<file path="src/rtl/multicycle_ctrl_pkg.sv">
// multicycle_ctrl_pkg: opcodes, FSM states, instruction classes, pc_sel/trap codes and opcode decode
package multicycle_ctrl_pkg;
    localparam logic [6:0] OP_LOAD      = 7'b0000011;
    localparam logic [6:0] OP_STORE     = 7'b0100011;
    localparam logic [6:0] OP_OP_IMM    = 7'b0010011;
    localparam logic [6:0] OP_OP_IMM_32 = 7'b0011011;
    localparam logic [6:0] OP_OP        = 7'b0110011;
    localparam logic [6:0] OP_OP_32     = 7'b0111011;
    localparam logic [6:0] OP_LUI       = 7'b0110111;
    localparam logic [6:0] OP_AUIPC     = 7'b0010111;
    localparam logic [6:0] OP_JAL       = 7'b1101111;
    localparam logic [6:0] OP_JALR      = 7'b1100111;
    localparam logic [6:0] OP_BRANCH    = 7'b1100011;
    localparam logic [6:0] OP_MISC_MEM  = 7'b0001111;
    localparam logic [6:0] OP_SYSTEM    = 7'b1110011;

    localparam logic [1:0] PC_SEQ  = 2'b00;
    localparam logic [1:0] PC_IMM  = 2'b01;
    localparam logic [1:0] PC_RS1  = 2'b10;
    localparam logic [1:0] PC_TRAP = 2'b11;

    localparam logic [1:0] CAUSE_ILLEGAL = 2'd0;
    localparam logic [1:0] CAUSE_IFETCH  = 2'd1;
    localparam logic [1:0] CAUSE_DMEM    = 2'd2;
    localparam logic [1:0] CAUSE_ECALL   = 2'd3;

    typedef enum logic [2:0] {S_IDLE, S_IF, S_ID, S_EX, S_MEM, S_WB, S_TRAP} state_t;
    typedef enum logic [2:0] {C_ALU, C_LOAD, C_STORE, C_BRANCH, C_JAL, C_JALR, C_FENCE, C_SYSTEM} cls_t;

    typedef struct packed {
        logic legal;
        cls_t cls;
    } dec_t;

    function automatic dec_t decode(input logic [6:0] op);
        dec_t d;
        d.legal = 1'b1;
        d.cls   = C_ALU;
        case (op)
            OP_LOAD:     d.cls = C_LOAD;
            OP_STORE:    d.cls = C_STORE;
            OP_BRANCH:   d.cls = C_BRANCH;
            OP_JAL:      d.cls = C_JAL;
            OP_JALR:     d.cls = C_JALR;
            OP_MISC_MEM: d.cls = C_FENCE;
            OP_SYSTEM:   d.cls = C_SYSTEM;
            OP_OP_IMM, OP_OP_IMM_32, OP_OP, OP_OP_32, OP_LUI, OP_AUIPC: d.cls = C_ALU;
            default:     d.legal = 1'b0;
        endcase
        return d;
    endfunction
endpackage

</file>
<file path="src/rtl/multicycle_ctrl_watchdog.sv">
// mc_watchdog: bus wait counter, terminal count after TIMEOUT waiting cycles, tied low when TIMEOUT=0
module mc_watchdog #(
    parameter int TIMEOUT = 255
) (
    input  logic clk,
    input  logic rst_n,
    input  logic clr,
    input  logic en,
    output logic tc
);
    if (TIMEOUT == 0) begin : g_off
        logic unused_wd;
        assign unused_wd = &{clk, rst_n, clr, en};
        assign tc = 1'b0;
    end else begin : g_on
        localparam int W = $clog2(TIMEOUT + 1);
        localparam logic [W-1:0] LAST = W'(TIMEOUT - 1);
        logic [W-1:0] cnt;
        // count cycles spent waiting; cnt==LAST marks the final permitted wait cycle
        always_ff @(posedge clk) begin
            if (!rst_n || clr) cnt <= '0;
            else if (en) cnt <= cnt + 1'b1;
        end
        assign tc = cnt == LAST;
    end
endmodule

</file>
<file path="src/rtl/multicycle_ctrl.sv">
// multicycle_ctrl: RV64 multi-cycle sequencer IF/ID/EX/MEM/WB/TRAP; MULTICYCLE_CTRL_ZICSR_EN enables CSR ops and csr_we
module multicycle_ctrl
    import multicycle_ctrl_pkg::*;
#(
    parameter int TIMEOUT = 255,
    parameter int CNT_W   = 64
) (
    input  logic             clk,
    input  logic             rst_n,
    input  logic             run,
    input  logic [6:0]       opcode,
    input  logic [2:0]       funct3,
    input  logic             br_taken,
    output logic             imem_req,
    input  logic             imem_ack,
    output logic             ir_we,
    output logic             ex_en,
    output logic             dmem_req,
    output logic             dmem_we,
    input  logic             dmem_ack,
    output logic             rf_we,
`ifdef MULTICYCLE_CTRL_ZICSR_EN
    output logic             csr_we,
`endif
    output logic             pc_we,
    output logic [1:0]       pc_sel,
    output logic             trap,
    output logic [1:0]       trap_cause,
    output logic             busy,
    output logic             instret,
    output logic [CNT_W-1:0] instret_cnt
);
`ifdef MULTICYCLE_CTRL_ZICSR_EN
    localparam bit ZICSR = 1'b1;
`else
    localparam bit ZICSR = 1'b0;
`endif

    state_t     state;
    cls_t       cls;
    dec_t       dec;
    logic       wd_tc, waiting, is_mem, sys, illegal, ecall;
    logic       if_to, mem_to, go_trap, go_wb, wb_rf;
    logic [1:0] trap_code, wb_sel;

    assign waiting = state == S_IF || state == S_MEM;

    mc_watchdog #(.TIMEOUT(TIMEOUT)) u_wd (
        .clk  (clk),
        .rst_n(rst_n),
        .clr  (!waiting),
        .en   (waiting),
        .tc   (wd_tc)
    );

    assign dec       = decode(opcode);
    assign sys       = opcode == OP_SYSTEM;
    assign illegal   = !dec.legal || (sys && funct3 != 3'd0 && !ZICSR);
    assign ecall     = sys && funct3 == 3'd0;
    assign if_to     = state == S_IF && !imem_ack && wd_tc;
    assign mem_to    = state == S_MEM && !dmem_ack && wd_tc;
    assign go_trap   = if_to || mem_to || (state == S_ID && (illegal || ecall));
    assign trap_code = if_to ? CAUSE_IFETCH : mem_to ? CAUSE_DMEM : ecall ? CAUSE_ECALL : CAUSE_ILLEGAL;
    assign is_mem    = cls == C_LOAD || cls == C_STORE;
    assign go_wb     = (state == S_EX && !is_mem) || (state == S_MEM && dmem_ack);
    assign wb_rf     = !(cls == C_BRANCH || cls == C_STORE || cls == C_FENCE);
    assign wb_sel    = cls == C_JAL ? PC_IMM : cls == C_JALR ? PC_RS1 :
                       (cls == C_BRANCH && br_taken) ? PC_IMM : PC_SEQ;

    // sequencer: state plus registered control outputs for the state being entered
    always_ff @(posedge clk) begin
        if (!rst_n) begin
            state       <= S_IDLE;
            cls         <= C_ALU;
            imem_req    <= 1'b0;
            ir_we       <= 1'b0;
            ex_en       <= 1'b0;
            dmem_req    <= 1'b0;
            dmem_we     <= 1'b0;
            rf_we       <= 1'b0;
`ifdef MULTICYCLE_CTRL_ZICSR_EN
            csr_we      <= 1'b0;
`endif
            pc_we       <= 1'b0;
            pc_sel      <= PC_SEQ;
            trap        <= 1'b0;
            trap_cause  <= CAUSE_ILLEGAL;
            busy        <= 1'b0;
            instret     <= 1'b0;
            instret_cnt <= '0;
        end else begin
            ir_we   <= 1'b0;
            ex_en   <= 1'b0;
            rf_we   <= 1'b0;
`ifdef MULTICYCLE_CTRL_ZICSR_EN
            csr_we  <= 1'b0;
`endif
            pc_we   <= 1'b0;
            pc_sel  <= PC_SEQ;
            trap    <= 1'b0;
            instret <= 1'b0;
            case (state)
                S_IDLE: if (run) begin
                    state    <= S_IF;
                    imem_req <= 1'b1;
                    busy     <= 1'b1;
                end
                S_IF: if (imem_ack) begin
                    state    <= S_ID;
                    imem_req <= 1'b0;
                    ir_we    <= 1'b1;
                end
                S_ID: if (!go_trap) begin
                    state <= S_EX;
                    ex_en <= 1'b1;
                    cls   <= dec.cls;
                end
                S_EX: if (is_mem) begin
                    state    <= S_MEM;
                    dmem_req <= 1'b1;
                    dmem_we  <= cls == C_STORE;
                end
                S_MEM: if (dmem_ack) begin
                    dmem_req <= 1'b0;
                    dmem_we  <= 1'b0;
                end
                default: begin
                    state    <= run ? S_IF : S_IDLE;
                    imem_req <= run;
                    busy     <= run;
                end
            endcase
            if (go_wb) begin
                state       <= S_WB;
                pc_we       <= 1'b1;
                pc_sel      <= wb_sel;
                rf_we       <= wb_rf;
`ifdef MULTICYCLE_CTRL_ZICSR_EN
                csr_we      <= cls == C_SYSTEM;
`endif
                instret     <= 1'b1;
                instret_cnt <= instret_cnt + 1'b1;
            end
            if (go_trap) begin
                state      <= S_TRAP;
                trap       <= 1'b1;
                pc_we      <= 1'b1;
                pc_sel     <= PC_TRAP;
                trap_cause <= trap_code;
                imem_req   <= 1'b0;
                dmem_req   <= 1'b0;
                dmem_we    <= 1'b0;
            end
        end
    end
endmodule

</file>
<file path="config.mk">
export PLATFORM = sky130hd
export DESIGN_NAME = multicycle_ctrl
export DESIGN_NICKNAME = d
export VERILOG_FILES = /design/src/rtl/multicycle_ctrl_pkg.sv /design/src/rtl/multicycle_ctrl_watchdog.sv /design/src/rtl/multicycle_ctrl.sv
export SDC_FILE = /design/constraint.sdc
export NUM_CORES = 1
export LEC_CHECK = 0
export CAP_MARGIN = 15
export CORE_UTILIZATION = 47
export CTS_CLUSTER_DIAMETER = 50
export DETAILED_ROUTE_END_ITERATION = 8
export PLACE_DENSITY = 0.88
export SLEW_MARGIN = 40
export SYNTH_ARGS = -nofsm -noshare
export SYNTH_HDL_FRONTEND = slang
export SYNTH_HIERARCHICAL = 1
export SYNTH_SLANG_ARGS = --single-unit
</file>
<file path="constraint.sdc">
create_clock -name clk -period 2 [get_ports clk]
set_input_delay 0.6 -clock clk [delete_from_list [all_inputs] [get_ports clk]]
set_output_delay 0.6 -clock clk [all_outputs]
set_load 0.03 [all_outputs]
</file>
======== After elaboration in Yosys (flattened, before gate mapping) ========
Index checks and enable logic that the tools add are counted.
W data, S select, Z words.
word-level totals
  register bits ........................... 92
  output and inout port bits .............. 78
cells by class
  add/sub/neg operators ................... 2
  equal/unequal tests ..................... 36
  multiplexer cells ....................... 31
  bitwise logic cells ..................... 4
  reduce and logical (&&, ||, !) cells .... 44
operators by type and width
  kind                     count
  $add A64 B1 Y64 const B  1
  $eq A7 B6 Y1 const B     4
  $eq A7 B7 Y1 const B     4
  $eq A7 B5 Y1 const B     3
  $pmux W3 S7              1
  $mux W3                  5
  $pmux W3 S5              1
  $mux W2                  7
  $mux W1                  13
  $reduce_or A13 Y1        1
  $eq A3 B2 Y1 const B     4
  $eq A3 B3 Y1 const B     4
  $ne A3 B3 Y1 const B     4
  $ne A4 B4 Y1 const B     3
  $logic_and A1 B1 Y1      10
  $logic_or A1 B1 Y1       10
  $ne A2 B2 Y1 const B     5
  $reduce_and A2 Y1        5
  $add A8 B1 Y8 const B    1
  $eq A8 B8 Y1 const B     1
  $reduce_and A4 Y1        2
  $eq A7 B2 Y1 const B     1
  $eq A7 B4 Y1 const B     1
  $logic_not A1 Y1         7
  11 further kinds         19

======== Depth between registers and ports, before layout ========
  depth after elaboration ................. 10
  mapped depth ............................ 9

======== By module ========
Netlist, hierarchy kept.
modules (own cells, without submodules)
  module           instances  cells an instance  area an instance (µm²)  seq. area each (µm²)
  multicycle_ctrl  1          519                4347.9                  1681.6
  mc_watchdog      1          42                 365.4                   160.2

======== Worst setup path before layout ========
Ideal clock, no wire load.
  path type ............................... reg-to-reg
  from .................................... register instret_cnt[24]
  to ...................................... register instret_cnt[43]
  library setup time ...................... 70 ps
  data arrival time ....................... 2207 ps
  path slack .............................. -278 ps
  stages on the path, launching flop included .. 6
  clock period less this slack ............ 2278 ps
  path through ............................ dfxtp_1 > nand4_1 > nor4_4 > nand4_2 > or4_1 > a21oi_1
between the ends
  longest elaborated chain between the ends .. 1
RTL lines
  what                    line                    source
  start, declared         multicycle_ctrl.sv:31   output logic [CNT_W-1:0] instret_cnt
  start signal, assigned  multicycle_ctrl.sv:142  instret_cnt <= instret_cnt + 1'b1;
  $add A64 B1 Y64         multicycle_ctrl.sv:142
No other way between the ends.
A chain may end at the register's enable or synchronous reset.

======== Final worst setup path ========
  from .................................... register instret_cnt[26]
  to ...................................... register instret_cnt[52]
Same word-level chain as after synthesis.

==> impl_results.md <==
- Outcome: finished, violations left
- Failing checks: setup timing
- Ys flop type: dfxtp_1
- Post-Syn Area: about 4700 um^2
- YS warnings: 6
- Arrival time at the worst endpoint: about 2.4 ns
- Layout cells sized above 1: 29.0%
- Register area: slightly below 2000 um^2
- Seq/Total Area, Yosys: 39.1%
- Core area: between 9000 and 10000 um^2
- Fill count: 683
- Crit Path Category: reg -> reg
- Crit share post-route: 103%
- DPL Wire Length: around 10 mm
- Largest net degree at the start of global routing: between 60 and 70
- Critical Path RT: about 2.3 ns
- Final setup margin: -0.0607 ns
- DR vias: approximately 5600
- Final hold violations: 0
- Worst VDD drop: ~520 uV
- Commonest cells in the synthesized netlist: dfxtp_1 (92), a21oi_1 (55), nor2_1 (41), nand2_1 (40), o21ai_0 (30)
- Slew @ Worst Pin: 0.487 ns
- DR iter-0 viols: between 600 and 700
- Synthesis-to-finish area growth: 49.1%
- CP endpoint kind: flop
- Root Buffer: clkbuf_8
- DRC violations left: 0
- H-tree depth: 3
- Clock Path Buffers: 2
- Post-route setup TNS: -0.108 ns
- Initial antenna violation count: 0
- # setup viols final: 5
- IO buf count: between 90 and 100
- NumNets Final: ~770
- I/O pin cnt: between 90 and 100
- Synth top area share: between 30% and 40%
- Clk Latency, worst-skew pair: 0.37 ns
- Placer congestion estimate: 0.883
- Number of synthesized flops with an enable pin: 0
- CTS buffer count: 9
- Asr flop ratio synth: 0%
- Ranking of synthesized cells by area: dfxtp_1 (39%), a21oi_1 (5.8%), o31ai_1 (4.0%)
- Slew headroom: approximately two thirds
- Die height: approximately 100 um
- Power Density: 628 nW/um^2
- Std-Cell Rows: 36
- DRT antenna net count: 0
- Avg Cell Area, Syn: 8.40 um^2
- Min-delay worst type: reg -> reg
- Synth unique cells: 59
- #FFs+latches synth: 92
- Peak Freq: 0.485 GHz
- Gr usage total: 27.4%
- Leakage power: approximately 3 nW
- Crit path launch type: flop
- Area leader, netlist: dfxtp_1
- Die area: roughly 10000 um^2
- Vias in the first global route: 4951
- Clock Pin Slew Worst Setup and Hold Paths: about 0.1 ns
- GR Overflow Total: 0
- Antenna diode count: 0
- CTS tree: built
- Crit path max fanout: 7
- Final critical-path required period: 2.06 ns
- Top-count cell post-synth: dfxtp_1
- Initial Util: roughly half
- Post-Layout Cell Count: about 890
- # clock sinks: 92
- DR WL/cell: 19.0 um
- Pins Over Slew Limit: 0
- Vias per Instance: about 6.3
- Global-route wire length before repair: approximately 23 mm
- 1st-pass router iterations: 6
- Die width: approximately 100 um
- Total of max-cap violations: 0
- # placed instances: ~850
- Syn Inst Count: around 560
- Multi-input logic area: ~2900 um^2
- Routed WL: around 17 mm
- Worst Skew: just over 0.009 ns
- Post-synthesis net count: a little under 600
-- report_power, final --
group | switching [mW] | internal (mW) | total (mW)
Combinational | 0.628 | 0.497 | 1.12
Sequential | 0.0684 | 1.91 | 1.98
Clock | 0.726 | 0.585 | 1.31
-- sequential cells by signal, indices dropped and copies added, names as in the netlist --
| signal | flops |
|---|---|
| instret_cnt | 64 |
| u_wd/g_on.cnt | 8 |
| cls | 3 |
| state | 3 |
| pc_sel | 2 |
| trap_cause | 2 |
| busy | 1 |
| dmem_req | 1 |
| dmem_we | 1 |
| ex_en | 1 |
| imem_req | 1 |
| instret | 1 |
| ir_we | 1 |
| pc_we | 1 |
| rf_we | 1 |
| trap | 1 |
-- critical path: stages, from the launching register on --
cell and delay, ns:
dfxtp_4 0.37, nand4_1 0.16, buf_6 0.18, nor4_4 0.32, buf_4 0.21, nand4_1 0.16, or3_1 0.41, a21oi_2 0.18
-- final timing paths --
check	start	endpoint	slack (ns)	depth (start not counted)
max reg2reg	instret_cnt[26]	instret_cnt[52]	-0.06	7
max	instret_cnt[26]	instret_cnt[52]	-0.06	7
min reg2reg	dmem_req	dmem_req	0.49	2
min	dmem_req	dmem_req	0.49	2
-- layout by cell type, fill, tap and decap left out, types with 21 or more instances in the layout --
master / n
o31ai_1: 24
or4_1: 21
a21oi_1: 48
o21ai_0: 28
dfxtp_1: 54
nand4_1: 23
dfxtp_2: 25
buf_4: 96
nor2_1: 37
nand3_1: 25
dlygate4sd2_1: 65
or3_1: 21
nand2_1: 39
-- through the flow --
stage | cell area [um^2] | worst slack [ns] | power (mW) | hold slack, ns | utilization [%]
floorplan | 4810 | -0.136 | 2.63 | 0.458 | -
global placement | 6460 | -0.429 | 3.01 | 0.467 | 66.4
detailed placement | 6460 | -0.452 | 3.05 | 0.470 | 66.4
CTS | 6640 | 0.0000774 | 4.30 | 0.488 | 68.2
global route | 7030 | -0.118 | 4.59 | 0.507 | 72.2
finish | 7030 | -0.0607 | 4.42 | 0.486 | 72.2
-- per-layer routing --
metal / track usage [%] / vias to the layer above / share of wire [%]
met4: 11.6 / 0 / 5.3
met1: 32.8 / 2642 / 38
li1: - / 2483 / -
met2: 48.7 / 349 / 50
met3: 4.38 / 101 / 7.1
met5: 0 / - / 0
-- what timing repair did --
| item | CTS | global route |
|---|---|---|
| resized for setup | 79 | 58 |
| cloned | 0 | 2 |
| endpoints found under the setup margin | 103 | 55 |
| setup buffers | 0 | 22 |
| hold buffers | 0 | 0 |
| pin swaps | 0 | 19 |
-- area by class of cell --
cell class                 instances  share of cell area (%)
clock buffer                       9                    1.76
tap                              133                    2.37
inverter                          15                   0.997
clock inverter                     7                    1.05
multi-input combinational        429                    41.6
timing repair buffer             202                    24.9
sequential                        92                    27.3
-- cell families after synthesis --
logic type / after synthesis / synth area share, %
buffers and inverters: 41 / 3.90
DFF: 92 / 39.1
adders and majority gates: 3 / 0.796
AOI/OAI and AO/OA: 152 / 20.7
muxes: 11 / 2.39
and+or+nand+nor: 243 / 29.7
xor gates and xnor gates: 19 / 3.53
(Power assumes the default switching activity.)
